File: config.mk
export PLATFORM = sky130hd
export DESIGN_NAME = conv_window_gen_flat
export DESIGN_NICKNAME = d
export VERILOG_FILES = /design/src/rtl/conv_window_gen_pkg.sv /design/src/rtl/conv_window_gen_if.sv /design/src/rtl/conv_window_gen_row_tap3.sv /design/src/rtl/conv_window_gen.sv /design/src/flat_wrapper.sv
export SDC_FILE = /design/constraint.sdc
export NUM_CORES = 2
export LEC_CHECK = 0
export CORE_UTILIZATION = 35
export DETAILED_ROUTE_END_ITERATION = 12
export PLACE_DENSITY_LB_ADDON = 0.3
export SLEW_MARGIN = 25
export SYNTH_ARGS = -nofsm -noshare
export SYNTH_HDL_FRONTEND = slang
export SYNTH_SLANG_ARGS = --single-unit
File: constraint.sdc
create_clock -name clk -period 2.98 [get_ports clk]
set_input_delay 0.596 -clock clk [delete_from_list [all_inputs] [get_ports clk]]
set_output_delay 0.596 -clock clk [all_outputs]
set_load 0.05 [all_outputs]
File: src/rtl/conv_window_gen_pkg.sv
// ============================================================================
//  Module   : conv_pkg
//  Purpose  : Shared geometry, widths and state encoding for conv_window_gen.
//  Revision : 1.0  initial release
// ============================================================================
`default_nettype none

package conv_pkg;

    localparam int PIX_W    = 8;
    localparam int ROW_PIX  = 34;
    localparam int ROWS     = 34;
    localparam int K        = 3;
    localparam int COL_W    = $clog2(ROW_PIX);
    localparam int ROW_W    = $clog2(ROWS);
    localparam int ROW_BITS = ROW_PIX * PIX_W;
    localparam int WIN_BITS = K * K * PIX_W;
    localparam int LAST_COL = ROW_PIX - K;

    typedef enum logic [0:0] {
        FILL  = 1'b0,
        SLIDE = 1'b1
    } state_e;

    typedef logic [COL_W-1:0] col_t;
    typedef logic [ROW_W-1:0] row_t;

endpackage

`default_nettype wire

File: src/rtl/conv_window_gen_if.sv
// ============================================================================
//  Module   : conv_window_gen_if
//  Purpose  : Row-stream input and 3x3 window output handshake bundle.
//  Revision : 1.0  initial release
// ============================================================================
`default_nettype none

interface conv_window_gen_if;
    import conv_pkg::*;

    logic                row_valid;
    logic                row_ready;
    logic [ROW_BITS-1:0] row_data;
    logic                row_last;

    logic                win_valid;
    logic                win_ready;
    logic [WIN_BITS-1:0] win_data;
    col_t                win_col;
    row_t                win_row;
    logic                win_last;
    logic                frame_err;

    // master: the window generator itself
    modport master (
        input  row_valid, row_data, row_last, win_ready,
        output row_ready, win_valid, win_data, win_col, win_row, win_last, frame_err
    );

    // slave: row source and window consumer environment
    modport slave (
        output row_valid, row_data, row_last, win_ready,
        input  row_ready, win_valid, win_data, win_col, win_row, win_last, frame_err
    );

endinterface

`default_nettype wire

File: src/rtl/conv_window_gen_row_tap3.sv
// ============================================================================
//  Module   : row_tap3
//  Purpose  : Extracts pixels col, col+1, col+2 (MSB-first) from one row bus.
//  Revision : 1.0  initial release
// ============================================================================
`default_nettype none

module row_tap3
    import conv_pkg::*;
(
    input  wire logic [ROW_BITS-1:0]  i_row,
    input  wire logic [COL_W-1:0]     i_col,
    output logic      [K*PIX_W-1:0]   o_pix
);

    localparam int SH_W = COL_W + $clog2(PIX_W) + 1;

    logic [COL_W-1:0] w_cols_right;
    logic [SH_W-1:0]  w_shamt;

    // Pixel 0 sits in the MSBs, so the tap is right-aligned by the pixels to its right.
    always_comb begin
        w_cols_right = COL_W'(LAST_COL) - i_col;
        w_shamt      = SH_W'(w_cols_right) * SH_W'(PIX_W);
        o_pix        = (K*PIX_W)'(i_row >> w_shamt);
    end

endmodule

`default_nettype wire

File: src/rtl/conv_window_gen.sv
// ============================================================================
//  Module   : conv_window_gen
//  Purpose  : Holds a 3-row band of the row stream and emits 3x3 windows.
//  Revision : 1.0  initial release
// ============================================================================
`default_nettype none

module conv_window_gen
    import conv_pkg::*;
(
    input  wire logic          clk,
    input  wire logic          rst,
    conv_window_gen_if.master  bus
);

    localparam logic [0:0] c_ST_FILL  = FILL;
    localparam logic [0:0] c_ST_SLIDE = SLIDE;
    localparam col_t       c_LAST_COL = COL_W'(LAST_COL);

    logic [0:0]          r_state;
    logic [ROW_BITS-1:0] r_row [K];
    logic [1:0]          r_rows_held;
    col_t                r_col;
    row_t                r_band;
    logic                r_last_seen;

    logic                r_win_valid;
    logic [WIN_BITS-1:0] r_win_data;
    col_t                r_win_col;
    row_t                r_win_row;
    logic                r_win_last;
    logic                r_frame_err;

    logic                w_in_fill;
    logic                w_row_acc;
    logic                w_win_acc;
    logic                w_band_full;
    logic                w_col_adv;
    logic                w_band_done;
    logic                w_load_win;
    logic                w_last_nxt;
    col_t                w_col_nxt;
    logic [ROW_BITS-1:0] w_row_nxt [K];
    logic [WIN_BITS-1:0] w_win_nxt;

    assign w_in_fill     = (r_state == c_ST_FILL);
    assign bus.row_ready = w_in_fill && !rst;
    assign w_row_acc     = bus.row_valid && bus.row_ready;
    assign w_win_acc     = r_win_valid && bus.win_ready;
    assign w_band_full   = w_in_fill && w_row_acc && (r_rows_held == 2'd2);
    assign w_col_adv     = !w_in_fill && w_win_acc && (r_col != c_LAST_COL);
    assign w_band_done   = !w_in_fill && w_win_acc && (r_col == c_LAST_COL);
    assign w_load_win    = w_band_full || w_col_adv;
    assign w_col_nxt     = w_in_fill ? '0 : r_col + COL_W'(1);
    assign w_last_nxt    = w_in_fill ? bus.row_last : r_last_seen;

    // Taps look at the post-accept rows so the first window is ready one cycle after the 3rd row.
    always_comb begin
        for (int i = 0; i < K - 1; i++) begin
            w_row_nxt[i] = w_row_acc ? r_row[i+1] : r_row[i];
        end
        w_row_nxt[K-1] = w_row_acc ? bus.row_data : r_row[K-1];
    end

    for (genvar g = 0; g < K; g++) begin : g_tap
        row_tap3 u_tap (
            .i_row (w_row_nxt[g]),
            .i_col (w_col_nxt),
            .o_pix (w_win_nxt[WIN_BITS-1-g*K*PIX_W -: K*PIX_W])
        );
    end

    always_ff @(posedge clk) begin
        for (int i = 0; i < K; i++) begin
            r_row[i] <= w_row_nxt[i];
        end
    end

    always_ff @(posedge clk) begin
        if (rst) begin
            r_state     <= c_ST_FILL;
            r_rows_held <= 2'd0;
            r_col       <= '0;
            r_band      <= '0;
            r_last_seen <= 1'b0;
            r_win_valid <= 1'b0;
            r_win_data  <= '0;
            r_win_col   <= '0;
            r_win_row   <= '0;
            r_win_last  <= 1'b0;
            r_frame_err <= 1'b0;
        end else begin
            r_frame_err <= 1'b0;

            if (w_load_win) begin
                r_win_valid <= 1'b1;
                r_win_data  <= w_win_nxt;
                r_win_col   <= w_col_nxt;
                r_win_row   <= r_band;
                r_win_last  <= w_last_nxt && (w_col_nxt == c_LAST_COL);
            end else if (w_band_done) begin
                r_win_valid <= 1'b0;
                r_win_last  <= 1'b0;
            end

            case (r_state)
                c_ST_FILL: begin
                    if (w_row_acc) begin
                        if (r_rows_held == 2'd2) begin
                            r_state     <= c_ST_SLIDE;
                            r_col       <= '0;
                            r_last_seen <= bus.row_last;
                        end else if (bus.row_last) begin
                            // Frame too short for any window: drop it.
                            r_frame_err <= 1'b1;
                            r_rows_held <= 2'd0;
                            r_band      <= '0;
                        end else begin
                            r_rows_held <= r_rows_held + 2'd1;
                        end
                    end
                end
                default: begin
                    if (w_win_acc) begin
                        if (r_col != c_LAST_COL) begin
                            r_col <= w_col_nxt;
                        end else begin
                            r_state <= c_ST_FILL;
                            if (r_last_seen) begin
                                r_band      <= '0;
                                r_rows_held <= 2'd0;
                                r_last_seen <= 1'b0;
                            end else begin
                                r_band <= r_band + ROW_W'(1);
                            end
                        end
                    end
                end
            endcase
        end
    end

    assign bus.win_valid = r_win_valid;
    assign bus.win_data  = r_win_data;
    assign bus.win_col   = r_win_col;
    assign bus.win_row   = r_win_row;
    assign bus.win_last  = r_win_last;
    assign bus.frame_err = r_frame_err;

endmodule

`default_nettype wire

File: src/flat_wrapper.sv
// flat-port wrapper written by rule: the top's interface ports become plain ports
module conv_window_gen_flat import conv_pkg::*;
  (clk, rst, bus_row_valid, bus_row_data, bus_row_last, bus_win_ready, bus_row_ready, bus_win_valid, bus_win_data, bus_win_col, bus_win_row, bus_win_last, bus_frame_err);
  conv_window_gen_if bus_i ();
  input  wire logic clk;
  input  wire logic rst;
  input wire logic [$bits(bus_i.row_valid)-1:0] bus_row_valid;
  input wire logic [$bits(bus_i.row_data)-1:0] bus_row_data;
  input wire logic [$bits(bus_i.row_last)-1:0] bus_row_last;
  input wire logic [$bits(bus_i.win_ready)-1:0] bus_win_ready;
  output wire logic [$bits(bus_i.row_ready)-1:0] bus_row_ready;
  output wire logic [$bits(bus_i.win_valid)-1:0] bus_win_valid;
  output wire logic [$bits(bus_i.win_data)-1:0] bus_win_data;
  output wire logic [$bits(bus_i.win_col)-1:0] bus_win_col;
  output wire logic [$bits(bus_i.win_row)-1:0] bus_win_row;
  output wire logic [$bits(bus_i.win_last)-1:0] bus_win_last;
  output wire logic [$bits(bus_i.frame_err)-1:0] bus_frame_err;
  assign bus_i.row_valid = bus_row_valid;
  assign bus_i.row_data = bus_row_data;
  assign bus_i.row_last = bus_row_last;
  assign bus_i.win_ready = bus_win_ready;
  assign bus_row_ready = bus_i.row_ready;
  assign bus_win_valid = bus_i.win_valid;
  assign bus_win_data = bus_i.win_data;
  assign bus_win_col = bus_i.win_col;
  assign bus_win_row = bus_i.win_row;
  assign bus_win_last = bus_i.win_last;
  assign bus_frame_err = bus_i.frame_err;
  conv_window_gen u_core (.clk(clk), .rst(rst), .bus(bus_i));
endmodule
Word level (Yosys, flattened, before mapping)
Memories as Yosys holds them, arrays and structs flattened.
Cells that the tools add are included.
{"block": "word_totals", "elab_cells": 88, "n_memories": 1, "mem_bits_rw": 816, "regBits": 103, "input_bits": 277, "output_inout_bits": 88}
{"memory": "u_core.r_row", "depth": 3, "width": 272, "rd": 3, "rd_clocked_by_memory_dff": 0, "wr": 3, "line": "conv_window_gen.sv:21", "rtl": "logic [ROW_BITS-1:0] r_row [K];"}
{"block": "classes", "n_eq_ne": 9, "n_addsub": 4, "n_shift": 3, "bitwise": 2, "mux": 38, "n_reduce_logical": 20}
{"operator": "272-bit two-way mux", "n": 3}
{"operator": "272-bit by 9-bit >> shifter with 24-bit output", "n": 3}
{"operator": "6-bit two-way mux", "n": 13}
{"operator": "1-bit two-way mux", "n": 15}
{"operator": "2-bit two-way mux", "n": 7}
{"operator": "6-bit by 1-bit adder with 6-bit output, second input constant", "n": 2}
{"operator": "6-bit by 5-bit == test with 1-bit output, second input constant", "n": 2}
{"operator": "5-bit AND reduction", "n": 2}
{"operator": "1-bit logical AND", "n": 9}
{"operator": "2-bit != test, second input constant", "n": 4}
{"operator": "4-bit AND reduction", "n": 2}
{"operator": "2-bit nonzero test", "n": 4}
{"operator": "6-bit by 5-bit != test with 1-bit output, second input constant", "n": 1}
{"operator": "5-bit by 6-bit subtractor with 6-bit output, first input constant", "n": 1}
{"operator": "4-bit OR reduction", "n": 1}
{"operator": "2-bit by 1-bit adder with 2-bit output, second input constant", "n": 1}
{"operator": "2-bit == test, second input constant", "n": 1}
{"operator": "2-bit by 1-bit != test with 1-bit output, second input constant", "n": 1}
{"operator": "1-bit inverter", "n": 2}
{"operator": "1-bit logical NOT", "n": 1}
{"operator": "1-bit logical OR", "n": 1}

Depth between registers and ports, before layout
{"block": "logic_depth", "ltp_word": 7, "depth_mapped": 14, "depth_no_buf": 9}

Modules after synthesis
Synthesis repeated with hierarchy kept, for this count alone.
{"block": "unflattened", "cells_unflattened": 3868, "hier_area_um2": 49787.8}
{"module": "conv_window_gen", "area_each_um2": 29927.5, "instances": 1, "seq_area_each_um2": 18397.6, "cells_each": 2206}
{"module": "row_tap3", "area_each_um2": 6620.1, "instances": 3, "seq_area_each_um2": 0.0, "cells_each": 554}

Worst setup path after synthesis
Ideal clock, no wire load.
{"block": "synth_path", "kind": "input-to-reg", "start": "input rst", "end": "register u_core.r_win_data[38] (netlist: u_core.bus.win_data[38])", "cell_stages": 11, "path_buffers": 3, "required_ns": 2.848, "arrival_ns": 2.575, "setup_time_ns": 0.132, "slack_ns": 0.273, "path_cell_list": "buf_2 or3b_4 buf_6 buf_6 nand2_1 a31oi_1 a2111oi_2 o211a_1 a311oi_1 a2111oi_1 nor3_1"}
{"block": "synth_via", "elab_chain_cells": 6, "word_cells_on_any_way": 8, "cone_classes": "shift: 1; mux: 1; reduce/logical: 6"}
{"item": "start, declared", "line": "flat_wrapper.sv:6", "rtl": "input wire logic rst;"}
{"item": "branches (longest 6 deep; another with 272-bit two-way mux)"}
{"item": "end signal, assigned", "line": "conv_window_gen.sv:97", "rtl": "r_win_data <= w_win_nxt;"}
{"item": "end, declared", "line": "conv_window_gen.sv:28", "rtl": "logic [WIN_BITS-1:0] r_win_data;"}
Parallel ways; which one is timed is not known.
A chain may end at the register's enable or synchronous reset.

Final worst setup path
{"block": "layout_path", "start": "register u_core.r_col[0]", "end": "register u_core.r_win_data[20] (netlist: u_core.bus.win_data[20])"}
{"block": "layout_via", "elab_chain_cells": 4, "word_cells_on_any_way": 7, "cone_classes": "add/sub: 2; eq/ne: 1; shift: 1; mux: 1; reduce/logical: 2"}
{"item": "start, declared", "line": "conv_window_gen.sv:23", "rtl": "col_t r_col;"}
{"item": "start signal, assigned", "line": "conv_window_gen.sv:126", "rtl": "r_col <= w_col_nxt;"}
{"item": "6-bit by 1-bit adder with 6-bit output", "line": "conv_window_gen.sv:54", "rtl": "assign w_col_nxt = w_in_fill ? '0 : r_col + COL_W'(1);"}
{"item": "6-bit two-way mux", "line": "conv_window_gen.sv:54"}
{"item": "5-bit by 6-bit subtractor with 6-bit output", "line": "conv_window_gen_row_tap3.sv:23", "rtl": "w_cols_right = COL_W'(LAST_COL) - i_col;"}
{"item": "272-bit by 9-bit >> shifter with 24-bit output", "line": "conv_window_gen_row_tap3.sv:25", "rtl": "o_pix = (K*PIX_W)'(i_row >> w_shamt);"}
Parallel ways exist; a longest one is shown, timed or not.

==> results.toml <==
[timing]
setup_slack_ps = -81.7
tightest_slew_ps = 800
setup_viol = 3
finalMaxSlewViolations = 0
relSlewSlack_pct = 46.5
finalHoldViolations = 0
fmax_mhz = 327
finalCritPeriodShare_pct = 103
setup_tns_ps = -188
clock_skew_ps = 29.8
rsz0062_at_grt = "true"
layout_min_cycle_time_ps = 3060
hold-worst-slack_ps = 377

[clock_network]
cts.sinks = 919
cts_buffers = 110
htree_levels = 3
tritoncts = "done"
clock-root-buffer = "clkbuf_16"
clk_path_buf_depth = 3
clk_latency_ps = 760
clk_pin_slew_ps = 60

[synth]
syn_nets = 7126
synthArstFlopShare_pct = 0
synth_area_leaders = "dfxtp_1, nand2_1, mux2i_1, o21ai_0, a21oi_1"
synth-edff-count = 0
yosysUniqueCellTypes = 86
post-synth-top-area-cell = "dfxtp_1"
yosysWarnings = 0
synthMostInstantiatedCell = "nand2_1"
netlist_instances = 6846
post_synth.cell_area_avg_um2 = 7.18
syn_area_um2 = 49100
synth_top_area_share_pct = 37.4
synth-seq-area-share_pct = 37.4
ys_ff_latch = 919
synth_ff_type = "dfxtp_1"
netlist_top_cells_count = "nand2_1, dfxtp_1, o21ai_0, nor2_1, a21oi_1"

[critical_path]
required_ps = 3610
critPathKind = "reg2reg"
crit_top_cell = "buf_12"
slowest_stage = "o211ai_1"
path_cells = "ha_4 > buf_4 > xnor2_4 > buf_12 > nor2_4 > buf_12 > buf_12 > a31oi_1 > o211ai_1 > nand3_2 > a32o_1"
endpoint_kind = "flop"
max_stage_delay_ps = 580
cp-start-kind = "flop"
cp_max_fo = 7
arrival_ps = 3690

[power_and_ir_drop]
max-vdd-ir-drop_v = 0.000403
cellLeakagePower_nw = 29.8
p_per_area_nw_per_um2 = 558
total_power_mw = 38.6

[run]
drv_cap = 0

[floorplanning]
floorplan.core_area_um2 = 139000
pin_count = 365
initial_core_util_pct = 35.3
die_w_um = 377
die_h_um = 377
die_area_um2 = 142000
rows = 137

[grt]
overflow = 0
grt_antenna_before_repair = 6
first_global_vias = 55700
grt_pass1_wl_um = 404000
track_usage_pct = 39.2
grt_max_degree = 65

[drt]
drc_errors = 0
vias_per_cell = 5.90
routedWlPerCell_um = 29.3
ant_nets = 0
wirelength_um = 291000
num_vias = 58700
drt-initial-drc-count = 7272
firstDrtPassIters = 8

[outcome]
failed_checks = "setup timing"
status = "finished with violations"

[final_layout]
syn_to_final_growth_pct = 40.8
final_nets = 8258
drive_gt1_share_pct = 21.5

[place]
routabilityCongestion = 1.03
io_buffer_count = 364
dpl.hpwl_um = 214000

[min_path]
hp-class = "in2reg"
-- per-stage QoR --
step / std cells / area [µm²] / setup slack (ps) / utilization [%]
6_report: 9941 / 69200 / -81.7 / 49.7
5_1_grt: 9939 / 69200 / -46.8 / 49.7
4_1_cts: 9878 / 67500 / -2.16 / 48.4
3_5_place_dp: 9648 / 62900 / -1280 / 45.2
3_3_place_gp: 9648 / 62900 / -1310 / 45.2
2_1_floorplan: 6846 / 49100 / 273 / -
-- cell families (layout without fill, tap and decap cells) --
family,count (synthesis),after routing,share of synthesized area (%)
compound gates,1526,1526,20.0
xor+xnor,6,6,0.122
fa+ha+maj,3,3,0.0764
buf+inv,605,1821,5.62
flops,919,919,37.4
mux,453,453,9.83
other cells,0,3,0
simple gates,3334,3334,27.0
-- final cells by class --
type | instances | area (µm²)
multi-input cells | 5322 | 29300
flip-flops and latches | 919 | 18400
inverters | 40 | 150
fillers | 13700 | 70100
diodes | 3 | 7.51
repair buffers | 1585 | 15400
clock inverters | 32 | 352
clock buffers | 164 | 3250
well taps | 1876 | 2350
-- state kept, by name, indices dropped and copies added (netlist names) --
register / count
u_core.r_band: 6
u_core.bus.win_row: 6
u_core.r_state: 1
u_core.bus.win_col: 6
u_core.r_last_seen: 1
u_core.bus.win_valid: 1
u_core.r_row: 816
u_core.bus.win_data: 72
u_core.r_rows_held: 2
u_core.r_col: 6
u_core.bus.win_last: 1
u_core.bus.frame_err: 1
-- routing by layer --
layer	wire length, µm	up-vias	track usage [%]
met1	114000	28300	48.8
met2	127000	3504	61.2
li1	-	26000	-
met3	24600	942	6.50
met5	0	-	0
met4	25600	0	28.3
-- critical path, delay by kind of cell (launching register included) --
family                   cells  cell delay [ps]
XOR/XNOR                     1              150
flip-flops                   1              350
adder cells (fa/ha/maj)      1              180
buffers and inverters        4              650
AO/OA/AOI/OAI                3             1020
AND/OR/NAND/NOR              2              570
-- power breakdown --
group	internal (mW)	leakage [nW]	total (mW)	switching [mW]
clock	7.99	1.78	14.0	5.98
sequential	14.3	7.66	16.4	2.14
combinational	3.78	20.4	8.22	4.44
-- worst paths after layout --
path / start / endpoint / slack, ps / cells after the start
hold reg to reg: u_core.r_row[0][549] / u_core.r_row[0][277] / 440 / 2
hold / removal: bus_row_data[37] / u_core.r_row[0][581] / 380 / 3
setup reg to reg: u_core.r_col[0] / u_core.bus.win_data[20] / -80 / 11
setup / recovery: u_core.r_col[0] / u_core.bus.win_data[20] / -80 / 11
-- what timing repair did --
action / 4_1_cts / 5_1_grt
cloned: 4 / 11
setup buffers: 33 / 54
gates resized for setup: 135 / 250
hold endpoints to repair: 0 / 0
setup endpoints to repair: 64 / 61
pin swaps: 21 / 67
hold buffers: 0 / 0
-- layout by cell type, fill, tap and decap left out, types with 38 or more instances in the layout --
master and count:
a211oi_1 76, a21oi_1 316, a22oi_1 45, a31oi_1 73
buf_12 149, buf_4 1001, buf_6 39, clkbuf_16 122
clkdlybuf4s50_1 361, dfxtp_1 917, inv_1 38, mux2_2 101
mux2i_1 308, nand2_1 2610, nand3_1 131, nor2_1 329
nor3_1 86, o211ai_1 96, o21ai_0 349, o221ai_1 82
o22ai_1 111
(Power assumes the default switching activity.)
